===== config.mk =====
export PLATFORM = sky130hd
export DESIGN_NAME = teclado_matricial
export DESIGN_NICKNAME = d
export VERILOG_FILES = /design/src/rtl/teclado_matricial.sv
export SDC_FILE = /design/constraint.sdc
export NUM_CORES = 1
export LEC_CHECK = 0
export ABC_AREA = 1
export BUFFER_PORTS_ARGS = -buffer_cell sky130_fd_sc_hd__buf_4
export CAP_MARGIN = 30
export CORE_UTILIZATION = 63
export DETAILED_ROUTE_END_ITERATION = 8
export GPL_TIMING_DRIVEN = 0
export PLACE_DENSITY_LB_ADDON = 0.15
export SYNTH_ARGS = -nofsm -noshare
export SYNTH_HDL_FRONTEND = slang
export SYNTH_SLANG_ARGS = --single-unit
export TNS_END_PERCENT = 50

===== constraint.sdc =====
create_clock -name clk -period 3.4 [get_ports clk]
set_input_delay 0 -clock clk [delete_from_list [all_inputs] [get_ports clk]]
set_output_delay 0 -clock clk [all_outputs]
set_load 0.02 [all_outputs]

===== src/rtl/teclado_matricial.sv =====
// 4x4 matrix keypad scanner: synchronises and debounces the rows, then turns each
// accepted press into a single-cycle event for the calculator control FSM.
module teclado_matricial #(
  parameter int SCAN_DIV = 1000,
  parameter int DEBOUNCE = 4
) (
  input  logic       clk,
  input  logic       reset,
  input  logic [3:0] filas,
  output logic [3:0] columnas,
  output logic [3:0] digito,
  output logic       digito_en,
  output logic       operando_en,
  output logic [1:0] que_operacion,
  output logic       igual_en,
  output logic       borrar_en
);

  localparam int DIV_W = $clog2(SCAN_DIV) + 1;
  localparam int CNT_W = $clog2(DEBOUNCE) + 1;
  localparam logic [DIV_W-1:0] DIV_LAST = DIV_W'(SCAN_DIV - 1);
  localparam logic [CNT_W-1:0] DEB_TOP  = CNT_W'(DEBOUNCE);

  typedef enum logic [1:0] {ESCANEAR, VALIDAR, EMITIR, ESPERAR_SOLTAR} state_t;

  state_t           state_reg, state_next;
  logic [3:0]       filas_meta_reg, filas_sync_reg;
  logic [DIV_W-1:0] div_reg;
  logic [1:0]       col_idx_reg, col_idx_next;
  logic [1:0]       cand_row_reg, cand_row_next;
  logic [CNT_W-1:0] deb_cnt_reg, deb_cnt_next;
  logic [CNT_W-1:0] rel_cnt_reg, rel_cnt_next;
  logic [3:0]       digito_reg, digito_next;
  logic [1:0]       que_op_reg, que_op_next;
  // strobe bit order: {digito, operando, igual, borrar}
  logic [3:0]       strobe_reg, strobe_next;

  logic       sample;
  logic       any_low;
  logic [1:0] low_row;
  logic [1:0] emit_row;
  logic       load;
  logic [3:0] digit_val;

  assign sample  = (div_reg == DIV_LAST);
  assign any_low = ~&filas_sync_reg;

  always_ff @(posedge clk) begin
    if (reset) begin
      filas_meta_reg <= 4'b1111;
      filas_sync_reg <= 4'b1111;
    end else begin
      filas_meta_reg <= filas;
      filas_sync_reg <= filas_meta_reg;
    end
  end

  always_ff @(posedge clk) begin
    if (reset || sample) div_reg <= '0;
    else                 div_reg <= div_reg + DIV_W'(1);
  end

  // Lowest-indexed low row wins when several rows are pressed.
  always_comb begin
    low_row = 2'd0;
    for (int i = 3; i >= 0; i--) begin
      if (!filas_sync_reg[i]) low_row = 2'(i);
    end
  end

  generate
    for (genvar gi = 0; gi < 4; gi++) begin : g_col
      assign columnas[gi] = (col_idx_reg != 2'(gi));
    end
  endgenerate

  assign digit_val = ({2'b00, emit_row} * 4'd3) + {2'b00, col_idx_reg} + 4'd1;

  always_comb begin
    state_next    = state_reg;
    col_idx_next  = col_idx_reg;
    cand_row_next = cand_row_reg;
    deb_cnt_next  = deb_cnt_reg;
    rel_cnt_next  = rel_cnt_reg;
    digito_next   = digito_reg;
    que_op_next   = que_op_reg;
    strobe_next   = 4'b0000;
    emit_row      = cand_row_reg;
    load          = 1'b0;

    case (state_reg)
      ESCANEAR: begin
        if (sample) begin
          if (any_low) begin
            cand_row_next = low_row;
            deb_cnt_next  = CNT_W'(1);
            if (DEBOUNCE == 1) begin
              state_next = EMITIR;
              emit_row   = low_row;
              load       = 1'b1;
            end else begin
              state_next = VALIDAR;
            end
          end else begin
            col_idx_next = col_idx_reg + 2'd1;
          end
        end
      end
      VALIDAR: begin
        if (sample) begin
          if (any_low && (low_row == cand_row_reg)) begin
            deb_cnt_next = deb_cnt_reg + CNT_W'(1);
            if (deb_cnt_reg + CNT_W'(1) == DEB_TOP) begin
              state_next = EMITIR;
              load       = 1'b1;
            end
          end else begin
            state_next   = ESCANEAR;
            col_idx_next = col_idx_reg + 2'd1;
          end
        end
      end
      EMITIR: begin
        state_next   = ESPERAR_SOLTAR;
        rel_cnt_next = '0;
      end
      ESPERAR_SOLTAR: begin
        if (sample) begin
          if (!any_low) begin
            rel_cnt_next = rel_cnt_reg + CNT_W'(1);
            if (rel_cnt_reg + CNT_W'(1) == DEB_TOP) begin
              state_next   = ESCANEAR;
              col_idx_next = col_idx_reg + 2'd1;
            end
          end else begin
            rel_cnt_next = '0;
          end
        end
      end
      default: state_next = ESCANEAR;
    endcase

    // Outputs are registered on entry to EMITIR so the strobe and its held
    // value appear together for exactly the EMITIR cycle.
    if (load) begin
      if (col_idx_reg == 2'd3) begin
        strobe_next = 4'b0100;
        que_op_next = emit_row;
      end else if (emit_row == 2'd3) begin
        case (col_idx_reg)
          2'd0:    strobe_next = 4'b0001;
          2'd2:    strobe_next = 4'b0010;
          default: begin
            strobe_next = 4'b1000;
            digito_next = 4'd0;
          end
        endcase
      end else begin
        strobe_next = 4'b1000;
        digito_next = digit_val;
      end
    end
  end

  always_ff @(posedge clk) begin
    if (reset) begin
      state_reg    <= ESCANEAR;
      col_idx_reg  <= 2'd0;
      cand_row_reg <= 2'd0;
      deb_cnt_reg  <= '0;
      rel_cnt_reg  <= '0;
      digito_reg   <= 4'd0;
      que_op_reg   <= 2'b00;
      strobe_reg   <= 4'b0000;
    end else begin
      state_reg    <= state_next;
      col_idx_reg  <= col_idx_next;
      cand_row_reg <= cand_row_next;
      deb_cnt_reg  <= deb_cnt_next;
      rel_cnt_reg  <= rel_cnt_next;
      digito_reg   <= digito_next;
      que_op_reg   <= que_op_next;
      strobe_reg   <= strobe_next;
    end
  end

  assign digito        = digito_reg;
  assign que_operacion = que_op_reg;
  assign digito_en     = strobe_reg[3];
  assign operando_en   = strobe_reg[2];
  assign igual_en      = strobe_reg[1];
  assign borrar_en     = strobe_reg[0];

endmodule


# After elaboration in Yosys (flattened, before gate mapping)
# Cells that the tools add are included.
# classes
addsub,6
n_eq_ne,24
reduce_logical,21
n_mux,38
n_mul,1
bitwise_logic,4
# op_table
cell,count
2-bit 2-to-1 mux,19
"2-bit != test, second input constant",12
3-bit 2-to-1 mux,7
4-bit 2-to-1 mux,3
3-bit one-hot mux with 2 select lines,2
"11-bit by 1-bit adder with 11-bit output, second input constant",1
"11-bit by 10-bit == test with 1-bit output, second input constant",1
"2-bit == test, second input constant",5
2-bit one-hot mux with 4 select lines,1
4-bit one-hot mux with 2 select lines,1
8-bit AND reduction,1
7-bit AND reduction,1
"3-bit by 1-bit adder with 3-bit output, second input constant",2
"3-bit == test, second input constant",2
2-bit one-hot mux with 3 select lines,1
3-bit AND reduction,2
2-bit nonzero test,3
5-bit AND reduction,1
"4-bit by 1-bit adder with 4-bit output, second input constant",1
4-bit by 2-bit adder with 4-bit output,1
2-bit zero test,2
"2-bit by 2-bit multiplier with 4-bit output, second input constant",1
1-bit 2-to-1 mux,4
1-bit inverter,4
14 further kinds,16
# totals
in_bits,6
reg_bits,41

# Logic depth before layout (Yosys ltp)
# Gate-level depths: netlist of run 1.
# logic_depth
depth_word,11
ltp_mapped,11
depth_no_buf,11

# Worst setup path before layout of run 1
# No wires, ideal clock.
# synth_path
path_type,flip-flop to flip-flop
from,register cand_row_reg[1]
to,"register digito_reg[1], in the netlist digito[1]"
slack_ps,1467
n_path_buf,0
synth_period_minus_slack_ps,1933
stages_incl_launch_ff,8
required_ps,3335
arrival_ps,1869
setup_ps,65
path_cell_list,dfxtp_1 -> fa_1 -> inv_1 -> fa_1 -> or2_2 -> nand3_1 -> nand2_1 -> nor2_1
# synth_between
elab_chain_len,6
# synth_rtl
item,line,rtl
start: declaration,30,"logic [1:0] cand_row_reg, cand_row_next;"
start signal: assignment,178,cand_row_reg <= cand_row_next;
"parallel branches: the longest is 6 deep, another holds 2-bit by 2-bit multiplier with 4-bit output",--,
end signal: assignment,181,digito_reg <= digito_next;
end: declaration,33,"logic [3:0] digito_reg, digito_next;"
# Parallel ways; which one is timed is not known.
# A chain may end at the register's enable or synchronous reset.

# Final worst setup path of run 1
# Same ends and word-level chain as after synthesis.

==> results by group, run 1 <==
Run status
  • Outcome: completed

Finish
  • Filler cells: 236
  • Area grow syn2layout: 15.5%
  • Ant diodes: 0
  • NumNets Final: around 330
  • Layout cells sized above 1: 0.204
  • Commonest non-fill, non-tap cell in the layout: nand2_1
  • Finished Layout Cells: 357
  • Max reg flops: 11
  • Most frequent cells in the layout: 47 x nand2_1, 41 x nor2_1, 41 x dfxtp_1

Die
  • Core ar.: ~3200 sq um
  • IO Count: 20
  • Die height: between 60 and 70 microns
  • Die area: 3650 sq um
  • Rows: 20
  • Starting Density: 0.683
  • Die W: 60.4 microns

Synth
  • Share of the yosys chip area belonging to registers: 0.381
  • Synth cell types: 31
  • Post-synthesis adder-cell area fraction: 0.100
  • Post-Syn Instances: 281
  • Synth Cell Area: 2150 sq um
  • Simple-gate share of the synthesized area: 0.344
  • Synth Warn #: 0
  • Compound-Gate Fraction of Synth Area: 0.0843
  • Fraction of synthesized area in multiplexers: 0
  • Syn Area/Cell: between 7 and 8 sq um
  • Largest family of logic cells by synthesized area: simple AND/OR/NAND/NOR gates
  • Synthesized Nets: 303
  • Post-synthesis register bit count: 41
  • XOR/XNOR share of the synthesized area: 0.0203

Setup path
  • CP Class: reg -> reg
  • Worst endpoint required time: between 3 and 4 ns
  • CP delay by family, top: adder cells
  • CP endpoint kind: register
  • Critical Path Max Stage Delay: 0.53 ns
  • Crit path DAT: 2.40 ns
  • Max stage delay cell, worst path: dfxtp_1
  • Critical Path Most Common Cell: fa_1
  • Buf/Inv on CP: 1
  • CP Max Fanout: 10
  • CP Cell Sequence: fa_1 > inv_1 > fa_1 > or2_2 > nand3_1 > nand2_1 > nor2_1
  • Critical path launch point type: register

Clocking
  • H-tree depth: 2
  • CTS Buf Count: 5
  • Worst-Skew Late Latency: about 0.34 ns
  • Cts repair resizes: 0
  • Clock root cell: clkbuf_4
  • Clock Sinks: between 40 and 50
  • Clock Pin Slew Worst Setup and Hold Paths: 0.11 ns
  • CTS tree: built
  • Max clock buf depth: 2

Power
  • PD cells: 346 nW/um^2
  • Leak pwr: 0.00115 uW
  • Design internal power: 681 uW
  • Peak VDD IR: around 340 uV
  • Switching share of power: 0.208
  • Seq pwr share: 0.571
  • Clock power share: 0.378
  • Net Sw Power: roughly 180 uW
  • Comb pwr share: 0.051

Timing
  • Final setup vio count: 0
  • Setup TNS: 0 ns
  • Part of the cycle the worst path needs: 0.623
  • Final slew viol count: 0
  • Clock skew: 0.00467 ns
  • Final hold vios: 0
  • RSZ-0062 raised after global routing: no
  • Worst-Margin Slew: 0.417 ns
  • Crit path time final: 2.12 ns
  • Slew margin rel.: 0.721
  • Highest clock rate: 472 MHz

Global routing
  • Antenna violations before repair: 0
  • Met1 usage: 0.268
  • Total gr overflow: 0
  • Total GRT Usage: 0.241
  • Routing usage on met2: 0.438
  • First-pass GRT wire length: 6550 microns
  • M3 GR Usage: 0.0512
  • Largest net degree at the start of global routing: 13
  • Gr busiest metal: met2
  • Vias in the first global route: between 1500 and 2000

Placement
  • RePlAce Congestion: around 0.8
  • Dpl cells: 344
  • Dpl hpwl: 2960 microns
  • # port buffers: 19

Job
  • Max_cap viols: 0

Routing
  • Drt pass-1 iters: 4
  • Vias per std cell: around 5
  • Post-DR wirelength/cell: 10.9 microns
  • Drt drc: 0
  • WL final: 3890 microns
  • Post-route ant nets: 0
  • Drt first-iter violations: 41
  • Via count: 1802

Worst hold path
  • Min-Delay Path Class: in -> reg
[per-layer routing]
metal / vias to the layer above / part of all wire
li1: 960 / -
met5: - / 0
met1: 801 / 0.43
met4: 0 / 0.022
met3: 9 / 0.035
met2: 32 / 0.51
[cell usage after synthesis]
| cell type | n | share of area |
|---|---|---|
| nand2_1 | 47 | 0.082 |
| dfxtp_1 | 41 | 0.38 |
| nor2_1 | 41 | 0.072 |
| inv_1 | 32 | 0.056 |
| nand3_1 | 20 | 0.047 |
| a21oi_1 | 16 | 0.037 |
| ha_1 | 14 | 0.081 |
| o21ai_0 | 12 | 0.028 |
| or2_2 | 11 | 0.032 |
| inv_2 | 6 | 0.010 |
| nand4_1 | 5 | 0.015 |
| nor2_4 | 5 | 0.026 |
| nand2_2 | 4 | 0.012 |
| xor2_1 | 4 | 0.016 |
| nand3_2 | 3 | 0.014 |
| o21ai_1 | 3 | 0.0070 |
| fa_1 | 2 | 0.019 |
| nor2_2 | 2 | 0.0058 |
| buf_2 | 1 | 0.0023 |
| clkbuf_1 | 1 | 0.0017 |
| nand2_4 | 1 | 0.0052 |
| nand3_4 | 1 | 0.0081 |
| nor2_8 | 1 | 0.0093 |
| nor3_2 | 1 | 0.0047 |
| nor3b_1 | 1 | 0.0035 |
| nor3b_2 | 1 | 0.0058 |
| nor4_1 | 1 | 0.0029 |
| o211a_1 | 1 | 0.0047 |
| o21a_1 | 1 | 0.0035 |
| o21ai_2 | 1 | 0.0041 |
| xnor2_1 | 1 | 0.0041 |
[stage by stage]
stage / hold slack (ns) / util / setup slack [ns] / total power [uW] / area (sq um)
global route: 0.398 / 0.788 / 1.17 / 890 / 2480
floorplan: 0.104 / - / 1.47 / 529 / 2150
global placement: 0.185 / 0.745 / 1.35 / 539 / 2350
detailed placement: 0.188 / 0.745 / 1.34 / 541 / 2350
CTS: 0.368 / 0.788 / 1.28 / 865 / 2480
finish: 0.396 / 0.788 / 1.28 / 860 / 2480
[worst register-to-register path: stages, from the launching register on]
cell,delay (ns)
dfxtp_1,0.53
fa_1,0.51
inv_1,0.10
fa_1,0.41
or2_2,0.30
nand3_1,0.10
nand2_1,0.06
nor2_1,0.07
[cell families after synthesis]
group	count (synthesis)
fa+ha+maj	16
flops	41
xor+xnor	5
buf+inv	40
compound gates	34
simple gates	145
[repair_timing]
| item | CTS | global route |
|---|---|---|
| hold buffers | 5 | 0 |
| endpoints found under the hold margin | 8 | 0 |
| setup buffers | 0 | 0 |
[power groups by stage]
stage | combinational [uW] | clock [uW] | sequential, uW
floorplan | 27.4 | 0 | 501
global placement | 37.7 | 0 | 502
detailed placement | 38.6 | 0 | 502
CTS | 43.4 | 330 | 491
global route | 49.0 | 349 | 492
finish | 43.6 | 325 | 491
[cell type report]
| class | count | area (sq um) | area share |
|---|---|---|---|
| clock buffers | 7 | 55.1 | 0.0222 |
| well taps | 44 | 55.1 | 0.0222 |
| clock inverters | 1 | 30.0 | 0.0121 |
| inverters | 38 | 143 | 0.0574 |
| plain buffers | 2 | 8.76 | 0.00352 |
| repair buffers | 24 | 193 | 0.0775 |
| multi-input cells | 200 | 1180 | 0.475 |
| flip-flops and latches | 41 | 821 | 0.330 |
[worst paths after layout]
path | cells past startpoint | endpoint | slack (ns) | start
worst max-delay path | 7 | digito[1] | 1.28 | cand_row_reg[1]
worst min-delay path | 3 | filas_meta_reg[3] | 0.40 | filas[3]
worst max register to register | 7 | digito[1] | 1.28 | cand_row_reg[1]
worst min register to register | 1 | filas_sync_reg[3] | 0.43 | filas_meta_reg[3]
No activity file was read; power rests on OpenSTA's default activity.
==> run 2: changes to the inputs <==
--- a/config.mk
+++ b/config.mk
@@ -8,7 +8,7 @@
 export ABC_AREA = 1
 export BUFFER_PORTS_ARGS = -buffer_cell sky130_fd_sc_hd__buf_4
 export CAP_MARGIN = 30
-export CORE_UTILIZATION = 63
+export CORE_UTILIZATION = 53
 export DETAILED_ROUTE_END_ITERATION = 8
 export GPL_TIMING_DRIVEN = 0
 export PLACE_DENSITY_LB_ADDON = 0.15
==> constraint.sdc (replaced) <==
create_clock -name clk -period 1.8 [get_ports clk]
set_input_delay 0 -clock clk [delete_from_list [all_inputs] [get_ports clk]]
set_output_delay 0 -clock clk [all_outputs]
set_load 0.02 [all_outputs]
==> run 2 against run 1 <==
The flow now finishes with violations (setup timing); global-route usage fell by 3.6 points; count of clock-buffer cells in the layout down 2; worst setup slack got worse by 1.3 ns; sequential share of layout area decreased by 0.59 points; non-clock buffer count is 2 higher.
==> results by group, run 2 (synthesis results as in run 1) <==
Run status
  • Outcome: finished with violations (was completed)
  • Violated checks: setup timing

Clocking
  • Clock Pin Slew Worst Setup and Hold Paths: 0.09 ns (was 0.11 ns)
  • CTS tree: built (unchanged)
  • Clock root cell: clkbuf_8 (was clkbuf_4)
  • Clock Sinks: 41 (unchanged)
  • Worst-Skew Late Latency: 0.30 ns (was 0.34 ns)
  • H-tree depth: 2 (unchanged)
  • CTS Buf Count: 5 (unchanged)
  • Max clock buf depth: 2 (unchanged)

Setup path
  • CP Cell Sequence: fa_1 > inv_1 > fa_2 > or2_4 > nand3_2 > nand2_1 > nor2_1 (was fa_1 > inv_1 > fa_1 > or2_2 > nand3_1 > nand2_1 > nor2_1)
  • CP endpoint kind: register (unchanged)
  • CP delay by family, top: adder cells (unchanged)
  • Critical Path Max Stage Delay: 0.55 ns (was 0.53 ns)
  • Buf/Inv on CP: 1 (unchanged)
  • CP Max Fanout: 2 (was 10)
  • CP Class: reg -> reg (unchanged)
  • Critical path launch point type: register (unchanged)
  • Max stage delay cell, worst path: fa_1 (was dfxtp_1)
  • Crit path DAT: 2.04 ns (was 2.40 ns)
  • Worst endpoint required time: 1.98 ns (was 3.68 ns)

Die
  • Core ar.: 3770 sq um (was 3150 sq um)
  • Die W: 65.7 microns (was 60.4 microns)
  • Rows: 22 (was 20)
  • Die area: 4320 sq um (was 3650 sq um)
  • Starting Density: 0.571 (was 0.683)
  • IO Count: 20 (unchanged)
  • Die height: 65.7 microns (was 60.4 microns)

Placement
  • RePlAce Congestion: 0.822 (was 0.820)
  • # port buffers: 19 (unchanged)
  • Dpl hpwl: 2910 microns (was 2960 microns)

Worst hold path
  • Min-Delay Path Class: reg -> reg (was in -> reg)

Routing
  • Drt pass-1 iters: 4 (unchanged)
  • Post-route ant nets: 0 (unchanged)
  • Drt first-iter violations: 47 (was 41)
  • Via count: 1771 (was 1802)
  • Drt drc: 0 (unchanged)
  • Post-DR wirelength/cell: 10.9 microns (about the same)
  • Vias per std cell: 4.88 (was 5.05)
  • WL final: 3960 microns (was 3890 microns)

Timing
  • Hold Slack: 0.408 ns (was 0.396 ns)
  • RSZ-0062 raised after global routing: yes (was no)
  • Highest clock rate: 539 MHz (was 472 MHz)
  • Worst-Margin Slew: 0.404 ns (was 0.417 ns)
  • Final setup vio count: 1 (was 0)
  • Final slew viol count: 0 (unchanged)
  • Crit path time final: 1.86 ns (was 2.12 ns)
  • Clock skew: 0.00872 ns (was 0.00467 ns)
  • Slew margin rel.: 0.729 (was 0.721)
  • Final hold vios: 0 (unchanged)
  • Part of the cycle the worst path needs: 1.03 (was 0.623)
  • Final setup margin: -0.0565 ns (was 1.28 ns)

Finish
  • Layout cells sized above 1: 0.244 (was 0.204)
  • Area grow syn2layout: 19.2% (was 15.5%)
  • NumNets Final: 336 (was 334)
  • Commonest non-fill, non-tap cell in the layout: nand2_1 (unchanged)
  • Filler cells: 333 (was 236)
  • Max reg flops: 11 (unchanged)
  • Most frequent cells in the layout: 46 x nand2_1, 40 x nor2_1, 38 x dfxtp_1 (was 47 x nand2_1, 41 x nor2_1, 41 x dfxtp_1)
  • Ant diodes: 0 (unchanged)

Power
  • Clock power share: 0.426 (was 0.378)
  • Net Sw Power: 385 uW (was 178 uW)
  • Seq pwr share: 0.527 (was 0.571)
  • Leak pwr: 0.00118 uW (was 0.00115 uW)
  • Comb pwr share: 0.048 (was 0.051)
  • Pwr Total: 1750 uW (was 860 uW)
  • Design internal power: 1370 uW (was 681 uW)
  • Switching share of power: 0.220 (was 0.208)
  • Peak VDD IR: 693 uV (was 340 uV)
  • PD cells: 683 nW/um^2 (was 346 nW/um^2)

Global routing
  • Antenna violations before repair: 0 (unchanged)
  • First-pass GRT wire length: 6670 microns (was 6550 microns)
  • Vias in the first global route: 1582 (was 1587)
  • Total GRT Usage: 0.205 (was 0.241)
  • Largest net degree at the start of global routing: 15 (was 13)
  • Total gr overflow: 0 (unchanged)

Job
  • Max_cap viols: 0 (unchanged)
-- run 2: final timing paths --
path              slack [ns]  cells past startpoint              start                 to
hold / removal          0.41                      1  filas_meta_reg[2]  filas_sync_reg[2]
setup / recovery       -0.06                      7    cand_row_reg[1]          digito[1]
setup reg to reg       -0.06                      7    cand_row_reg[1]          digito[1]
hold reg to reg         0.41                      1  filas_meta_reg[2]  filas_sync_reg[2]
-- run 2: routing by layer --
| layer | wire (microns) | global-route usage |
|---|---|---|
| met1 | 1840 | 0.232 |
| met2 | 1950 | 0.358 |
| met3 | 114 | 0.0573 |
| met4 | 59 | 0.0815 |
| met5 | 0 | 0 |
-- run 2: metrics by stage --
stage               instances  worst slack (ns)  utilization  setup TNS, ns  instance area [sq um]
CTS                       363           -0.0811        0.677         -0.101                   2550
detailed placement        348            -0.150        0.627         -0.357                   2370
global placement          348            -0.150        0.627         -0.327                   2370
finish                    363           -0.0565        0.680        -0.0565                   2560
global route              363            -0.134        0.680         -0.286                   2560
floorplan                 281           -0.0248            -        -0.0248                   2160
-- run 2: layout make-up --
cell class	instances	area, sq um	area share
Clock inverter	3	46.3	0.0180
Buffer	2	8.76	0.00341
Multi-Input combinational cell	200	1200	0.467
Timing Repair Buffer	26	208	0.0810
Sequential cell	41	832	0.324
Inverter	38	143	0.0556
Tap cell	48	60.1	0.0234
Clock buffer	5	68.8	0.0268
-- run 2: timing repair --
action,CTS,global route
hold buffers,5,0
pin swaps,0,2
endpoints found under the setup margin,3,9
setup buffers,2,0
gates resized for setup,4,8
hold endpoints to repair,7,0
-- run 2: power groups by stage --
stage / registers [uW] / logic (uW) / clock network (uW)
finish: 922 / 83.3 / 745
global placement: 946 / 72.7 / 0
CTS: 924 / 83.0 / 763
global route: 924 / 95.1 / 810
floorplan: 945 / 51.7 / 0
detailed placement: 947 / 73.9 / 0
-- run 2: worst register-to-register path, cell delays in order, from the launching register on --
cell     delay [ns]
dfxtp_4        0.35
fa_1           0.55
inv_1          0.06
fa_2           0.51
or2_4          0.10
nand3_2        0.07
nand2_1        0.07
nor2_1         0.04
